$ cat src/rtl/mem_load_sequencer_pkg.sv
// rtl/mem_load_sequencer_pkg.sv - shared encodings and state type for the load sequencer
package mem_load_sequencer_pkg;

  localparam int ADDR_W_DEF = 8;

  localparam logic [1:0] ST_IDLE       = 2'd0;
  localparam logic [1:0] ST_MEM_WRITE  = 2'd1;
  localparam logic [1:0] ST_PROCESSING = 2'd2;
  localparam logic [1:0] ST_MEM_READ   = 2'd3;

  typedef enum logic [2:0] {
    S_IDLE,
    S_LOAD_DATA,
    S_LOAD_INSTR,
    S_RUN,
    S_DONE,
    S_ERR
  } seq_state_t;

  // Per-core status line; disabled cores always report idle.
  function automatic logic [1:0] core_status(input seq_state_t s, input logic en);
    logic [1:0] v;
    case (s)
      S_LOAD_DATA, S_LOAD_INSTR: v = ST_MEM_WRITE;
      S_RUN:                     v = ST_PROCESSING;
      S_DONE:                    v = ST_MEM_READ;
      default:                   v = ST_IDLE;
    endcase
    return en ? v : ST_IDLE;
  endfunction

endpackage

$ cat src/rtl/mem_load_sequencer_seg_writer.sv
// rtl/mem_load_sequencer_seg_writer.sv - one memory file-write port: counter, address/word/strobe registers, overflow detect
module seg_writer #(
  parameter int W      = 16,
  parameter int ADDR_W = 8,
  parameter int DEPTH  = 256
) (
  input  logic              clk,
  input  logic              reset,
  input  logic              clear,
  input  logic              accept,
  input  logic              last,
  input  logic [W-1:0]      wdata,
  output logic              wr_en,
  output logic [ADDR_W-1:0] addr,
  output logic [W-1:0]      data,
  output logic              overflow
);

  logic [ADDR_W-1:0] count;
  logic              at_limit;

  assign at_limit = (count == ADDR_W'(DEPTH - 1));
  assign overflow = accept & ~last & at_limit;

  // The counter saturates at the last slot so it can never wrap back to 0.
  always_ff @(posedge clk) begin
    if (reset) begin
      count <= '0;
      wr_en <= 1'b0;
      addr  <= '0;
      data  <= '0;
    end else begin
      wr_en <= accept;
      if (clear) begin
        count <= '0;
      end else if (accept && !at_limit) begin
        count <= count + 1'b1;
      end
      if (accept) begin
        addr <= count;
        data <= wdata;
      end
    end
  end

endmodule

$ cat src/rtl/mem_load_sequencer.sv
// rtl/mem_load_sequencer.sv - loads data and instruction segments, runs the cores, waits for completion
module mem_load_sequencer
  import mem_load_sequencer_pkg::*;
#(
  parameter int         ADDR_W      = ADDR_W_DEF,
  parameter int         DATA_DEPTH  = 256,
  parameter int         INSTR_DEPTH = 256,
  parameter logic [3:0] CORE_EN     = 4'b1111,
  parameter int         TIMEOUT     = 65535
) (
  input  logic              clk,
  input  logic              reset,
  input  logic              start,
  input  logic              in_valid,
  input  logic [15:0]       in_data,
  input  logic              in_last,
  output logic              in_ready,
  output logic              data_wr_en_file,
  output logic [ADDR_W-1:0] data_addr_file,
  output logic [15:0]       data_file,
  output logic              instr_wr_en_file,
  output logic [ADDR_W-1:0] instr_addr_file,
  output logic [7:0]        instr_file,
  output logic [1:0]        status0,
  output logic [1:0]        status1,
  output logic [1:0]        status2,
  output logic [1:0]        status3,
  input  logic [3:0]        end_process,
  output logic              busy,
  output logic              done,
  output logic              error
);

  seq_state_t  state, state_n;
  logic        clear, accept, data_ovf, instr_ovf;
  logic [3:0]  sticky;
  logic [15:0] run_cnt;

  assign in_ready = (state == S_LOAD_DATA) || (state == S_LOAD_INSTR);
  assign accept   = in_valid & in_ready;
  assign busy     = in_ready || (state == S_RUN);
  assign done     = (state == S_DONE);
  assign error    = (state == S_ERR);
  assign status0  = core_status(state, CORE_EN[0]);
  assign status1  = core_status(state, CORE_EN[1]);
  assign status2  = core_status(state, CORE_EN[2]);
  assign status3  = core_status(state, CORE_EN[3]);

  seg_writer #(.W(16), .ADDR_W(ADDR_W), .DEPTH(DATA_DEPTH)) u_data_writer (
    .clk(clk), .reset(reset), .clear(clear),
    .accept(accept && state == S_LOAD_DATA), .last(in_last), .wdata(in_data),
    .wr_en(data_wr_en_file), .addr(data_addr_file), .data(data_file), .overflow(data_ovf)
  );

  seg_writer #(.W(8), .ADDR_W(ADDR_W), .DEPTH(INSTR_DEPTH)) u_instr_writer (
    .clk(clk), .reset(reset), .clear(clear),
    .accept(accept && state == S_LOAD_INSTR), .last(in_last), .wdata(in_data[7:0]),
    .wr_en(instr_wr_en_file), .addr(instr_addr_file), .data(instr_file), .overflow(instr_ovf)
  );

  always_ff @(posedge clk) begin
    if (reset) begin
      state   <= S_IDLE;
      sticky  <= '0;
      run_cnt <= '0;
    end else begin
      state <= state_n;
      if (clear) begin
        sticky <= '0;
      end else if (state == S_RUN) begin
        sticky <= sticky | end_process;
      end
      run_cnt <= (state == S_RUN) ? run_cnt + 1'b1 : '0;
    end
  end

  always_comb begin
    state_n = state;
    clear   = 1'b0;
    case (state)
      S_IDLE, S_DONE, S_ERR: begin
        if (start) begin
          state_n = S_LOAD_DATA;
          clear   = 1'b1;
        end
      end
      S_LOAD_DATA: begin
        if (accept && in_last) state_n = S_LOAD_INSTR;
        else if (data_ovf)     state_n = S_ERR;
      end
      S_LOAD_INSTR: begin
        if (accept && in_last) state_n = S_RUN;
        else if (instr_ovf)    state_n = S_ERR;
      end
      S_RUN: begin
        // run_cnt reaches TIMEOUT on the same edge that enters ERR.
        if (((sticky | end_process) & CORE_EN) == CORE_EN) state_n = S_DONE;
        else if (run_cnt == 16'(TIMEOUT - 1))              state_n = S_ERR;
      end
      default: state_n = S_IDLE;
    endcase
  end

endmodule
$ cat config.mk
export PLATFORM = sky130hd
export DESIGN_NAME = mem_load_sequencer
export DESIGN_NICKNAME = d
export VERILOG_FILES = /design/src/rtl/mem_load_sequencer_pkg.sv /design/src/rtl/mem_load_sequencer_seg_writer.sv /design/src/rtl/mem_load_sequencer.sv
export SDC_FILE = /design/constraint.sdc
export NUM_CORES = 1
export LEC_CHECK = 0
export ABC_AREA = 1
export CORE_UTILIZATION = 50
export DETAILED_ROUTE_END_ITERATION = 10
export PLACE_DENSITY = 0.8
export REMOVE_ABC_BUFFERS = 1
export SETUP_SLACK_MARGIN = 0.05
export SYNTH_ARGS = -nofsm -noshare
export SYNTH_HDL_FRONTEND = slang
export SYNTH_SLANG_ARGS = --single-unit
$ cat constraint.sdc
create_clock -name clk -period 1.98 [get_ports clk]
set_input_delay 0.396 -clock clk [delete_from_list [all_inputs] [get_ports clk]]
set_output_delay 0.396 -clock clk [all_outputs]
set_load 0.01 [all_outputs]
---- Yosys cells after proc, flatten, opt, wreduce, memory -nomap -nowiden ----
Cells that the tools add are included.
storage, ports and cells
  output and inout bits ................... 54
  bits in registers ....................... 81
  input bits .............................. 25
operators by class
  reduce and logical (&&, ||, !) cells .... 15
  mux-type cells .......................... 11
  bitwise logic cells ..................... 8
  equality and inequality tests ........... 13
  $add $sub $neg .......................... 3
operators by type and width
  operator                 count
  $mux W3                  7
  $add A16 B1 Y16 const B  1
  $add A8 B1 Y8 const B    2
  $eq A16 B16 Y1 const B   1
  $eq A8 B8 Y1 const B     2
  $pmux W3 S4              1
  $eq A3 B2 Y1 const B     2
  $eq A3 B3 Y1 const B     2
  $ne A3 B2 Y1 const B     2
  $pmux W2 S3              1
  $reduce_or A2 Y1         3
  $and A1 B1 Y1            5
  $logic_and A1 B1 Y1      5
  $eq A4 B4 Y1 const B     1
  $or A4 B4 Y4             1
  $reduce_and A4 Y1        1
  $eq A3 B1 Y1 const B     1
  $logic_not A3 Y1         1
  $ne A3 B1 Y1 const B     1
  $reduce_or A3 Y1         1
  $logic_not A1 Y1         2
  $logic_or A1 B1 Y1       2
  $mux W1                  2
  $ne A2 B2 Y1 const B     1
  $not A1 Y1               2

---- Longest topological paths before layout ----
  depth in word-level cells ............... 9
  gate-level depth with buffers ........... 12
  gate-level depth less buffers ........... 12

---- Cells and area by module ----
From an unflattened synthesis, not the netlist that was laid out.
second synthesis, totals
  cell total of the unflattened synthesis .. 508
  area total of the unflattened synthesis .. 3597.2 um2
by module, submodules not included
  module                       area each (um2)  instances  cells an instance
  mem_load_sequencer           1292.5           1          195
  seg_writer (u_data_writer)   1292.5           1          174
  seg_writer (u_instr_writer)  1012.2           1          139

---- Worst setup path before layout ----
Ideal clock, no wire load.
  kind .................................... register -> output
  from .................................... register state[1]
  to ...................................... output status1[0]
  data arrival time ....................... 1.127 ns
  data required time ...................... 1.584 ns
  buffers on the path ..................... 1
  stages on the path, launching flop included .. 7
  setup slack ............................. 0.457 ns
  cell sequence ........................... dfxtp_1 > inv_2 > nand2_1 > nor2_1 > inv_1 > nand3_1 > buf_4
RTL lines
  item                      RTL line                      RTL
  start: declaration        mem_load_sequencer.sv:34      seq_state_t state, state_n;
  start signal: assignment  mem_load_sequencer.sv:67      state <= state_n;
  $eq A3 B3 Y1              --
  net done                  mem_load_sequencer.sv:30      output logic done,
  $pmux W2 S3               mem_load_sequencer_pkg.sv:23  case (s)
  end: declaration          mem_load_sequencer.sv:25      output logic [1:0] status1,
The timed path passes the listed nets, and every way through them passes these cells.

---- Worst setup path after layout ----
  from .................................... register state[1]
  to ...................................... output status2[0]
between the ends
  word-level cells in the longest chain between the ends .. 3
RTL lines
  item                                                 RTL line                      RTL
  $eq A3 B1 Y1 / $eq A3 B2 Y1 (equally long branches)  mem_load_sequencer_pkg.sv:23
  $reduce_or A2 Y1                                     mem_load_sequencer_pkg.sv:23
  $pmux W2 S3 (*)                                      mem_load_sequencer_pkg.sv:23
  end: declaration                                     mem_load_sequencer.sv:26      output logic [1:0] status2,
Every way passes the cells marked *; elsewhere a longest branch is shown, timed or not.

==> out/results.tsv <==
metric	value	unit
cp_slowest_stage_delay	0.33	ns
cts_buffers	9	
cts_tree	yes	
grt_use_met2	38.4	%
coreArea	0.00649	mm^2
antenna_left	0	
rows	29	
hold_buffers	0	
drive_above_1_share	11.6	%
nets	576	
first_global_vias	3045	
whs	0.450	ns
die_x	85.0	um
synthTopCellsByArea	dfxtp_1, nand2_1, nor2_1, a21oi_1, o21ai_0	
h-tree-depth	3	
tns	0	ns
setup_slack	0.108	ns
maxCapViolCount	0	
pwr_density_cell	1010	mW/mm^2
met3_usage	6.61	%
globalplace.congestion	0.897	
synthAdderAreaFrac	1.45	%
die_h	85.0	um
yosys_register_bits	81	
end_kind	output pin	
worstPathRequired	1.58	ns
min_period_over_period	94.6	%
grt_pass1_wl	12900	um
post-route-util	69.3	%
post-dp-hpwl	5610	um
slew_violations	0	
outcome	complete, no violations	
fin_crit	1.87	ns
wirelength	7640	um
synth.avg_cell_area	7.38	um^2
rsz0062_at_grt	yes	
critical_path.cell_chain	inv_2, nand2_1, nor2_2, inv_1, nand3_1, clkdlybuf4s15_1	
overflow	0	
synth-simple-area-share	27.4	%
fin_cells	629	
io_buffers	78	
busiest_layer	met2	
num_vias	3233	
placed_cells	613	
synth_top_family_by_area	simple AND/OR/NAND/NOR gates	
fillers	547	
syn_to_final_growth	30.6	%
synth-compound-area-share	13.3	%
synth_edf_count	0	
worstPathBufferInverterCount	3	
vias_per_cell	5.14	
crit_arrival	1.48	ns
ctsLongestPathBuffers	2	
globalRouteMet1Util	26.0	%
max_slew.worst_pin.slew	0.328	ns
wl_per_cell	12.2	um
final-setup-viol-count	0	
peakVddDrop	0.839	mV
synth-xor-area-share	2.54	%
p_leak	1.67	nW
antenna_found_initial	0	
ys_async_sr_fraction	0	%
hold_class	reg2reg	
fin_skew	0.00982	ns
fmax	534	MHz
synthCells	467	
synth.largest_area_cell	dfxtp_1	
grt_start_max_net_pins	26	
synth.distinct_cells	32	
cp_slowest_cell	dfxtp_1	
synth_top_cell_area_share	47.1	%
drt-initial-drc-count	163	
cts_root_buf	clkbuf_8	
grt_usage	22.1	%
dp_slack	0.125	ns
drc	0	
total_power	4.56	mW
post-synth-top-count-cell	nand2_1	
ys_warn_count	0	
die-area	0.00723	mm^2
critPathTopFamily	buffers and inverters	
synthMuxAreaShare	0	%
cts_sinks	81	
startpoint_type	register	
clk_pin_slew	0.08	ns
yosysSeqAreaShare	47.1	%
path_class	reg2out	
initial_utilization	53.1	%
drtPass1Iterations	5	
insertion_delay	0.36	ns
num_antenna_cells	0	
hold_viol	0	
path_max_fanout	5	
ios	79	
dpl_cell_area	0.00432	mm^2
synth_area	0.00345	mm^2
synth_flop_cell	dfxtp_1	
design_area	0.00450	mm^2
slew_headroom	78.0	%
yosys-top-cells-count	nand2_1, nor2_1, dfxtp_1	
-- area by class of cell --
class                   instances  area, um^2  share of cell area [%]
flip-flops and latches         81        1620                    36.1
multi-input cells             319        1550                    34.4
repair buffers                 89         848                    18.8
inverters                      47         176                    3.92
clock buffers                   9         124                    2.75
well taps                      77        96.3                    2.14
clock inverters                 7        83.8                    1.86
-- layer usage --
layer	part of all wire, %	up-vias
li1	-	1644
met1	45	1463
met2	47	111
met3	6.6	15
met4	1.7	0
met5	0	-
-- power by group --
part	switching (mW)	internal [mW]
Clock	0.657	0.607
Combinational	0.761	0.631
Sequential	0.105	1.79
Total	1.52	3.03
-- sequential cells by signal, summed over array words and instances (netlist names) --
signal and flops:
run_cnt 16, state 3, sticky 4, u_data_writer.addr 8, u_data_writer.count 8, u_data_writer.data 16
u_data_writer.wr_en 1, u_instr_writer.addr 8, u_instr_writer.count 8, u_instr_writer.data 8, u_instr_writer.wr_en 1
-- tightest hold or removal path: stages, from the launching register on --
cell and delay, ns:
dfxtp_1 0.32, inv_1 0.05, a21oi_1 0.05
-- worst paths after layout --
check	start	endpoint	slack, ns	depth (start not counted)
worst max-delay path	state[1]$_SDFFE_PP0P_	status2[0]	0.11	6
worst min-delay path	sticky[0]$_SDFFE_PP0P_	sticky[0]$_SDFFE_PP0P_	0.45	2
worst max register to register	run_cnt[0]$_SDFF_PP0_	run_cnt[14]$_SDFF_PP0_	0.32	10
worst min register to register	sticky[0]$_SDFFE_PP0P_	sticky[0]$_SDFFE_PP0P_	0.45	2
-- cell usage in the layout, fill, tap and decap left out, drive strengths merged, types with 5 or more instances in the layout --
cell,Yosys,final
nor3,5,5
dfxtp,81,81
clkbuf,7,16
nand2,92,92
a21oi,48,48
nor2,90,90
o21ai,36,36
nand4,7,7
or2,6,6
inv,47,51
xor2,7,7
buf,13,11
nand3,16,16
clkdlybuf4s50,0,66
-- cell families after synthesis --
| logic type | Yosys count |
|---|---|
| AND/OR/NAND/NOR | 218 |
| adder cells (fa/ha/maj) | 4 |
| XOR/XNOR | 10 |
| buffers and inverters | 67 |
| flip-flops | 81 |
| AO/OA/AOI/OAI | 87 |
-- timing repair --
action / in CTS / in global routing
pin swaps: 0 / 0
buffers inserted: 0 / 0
hold endpoints to repair: 0 / 0
resized for setup: 15 / 16
setup endpoints to repair: 12 / 8
(Power assumes the default switching activity.)
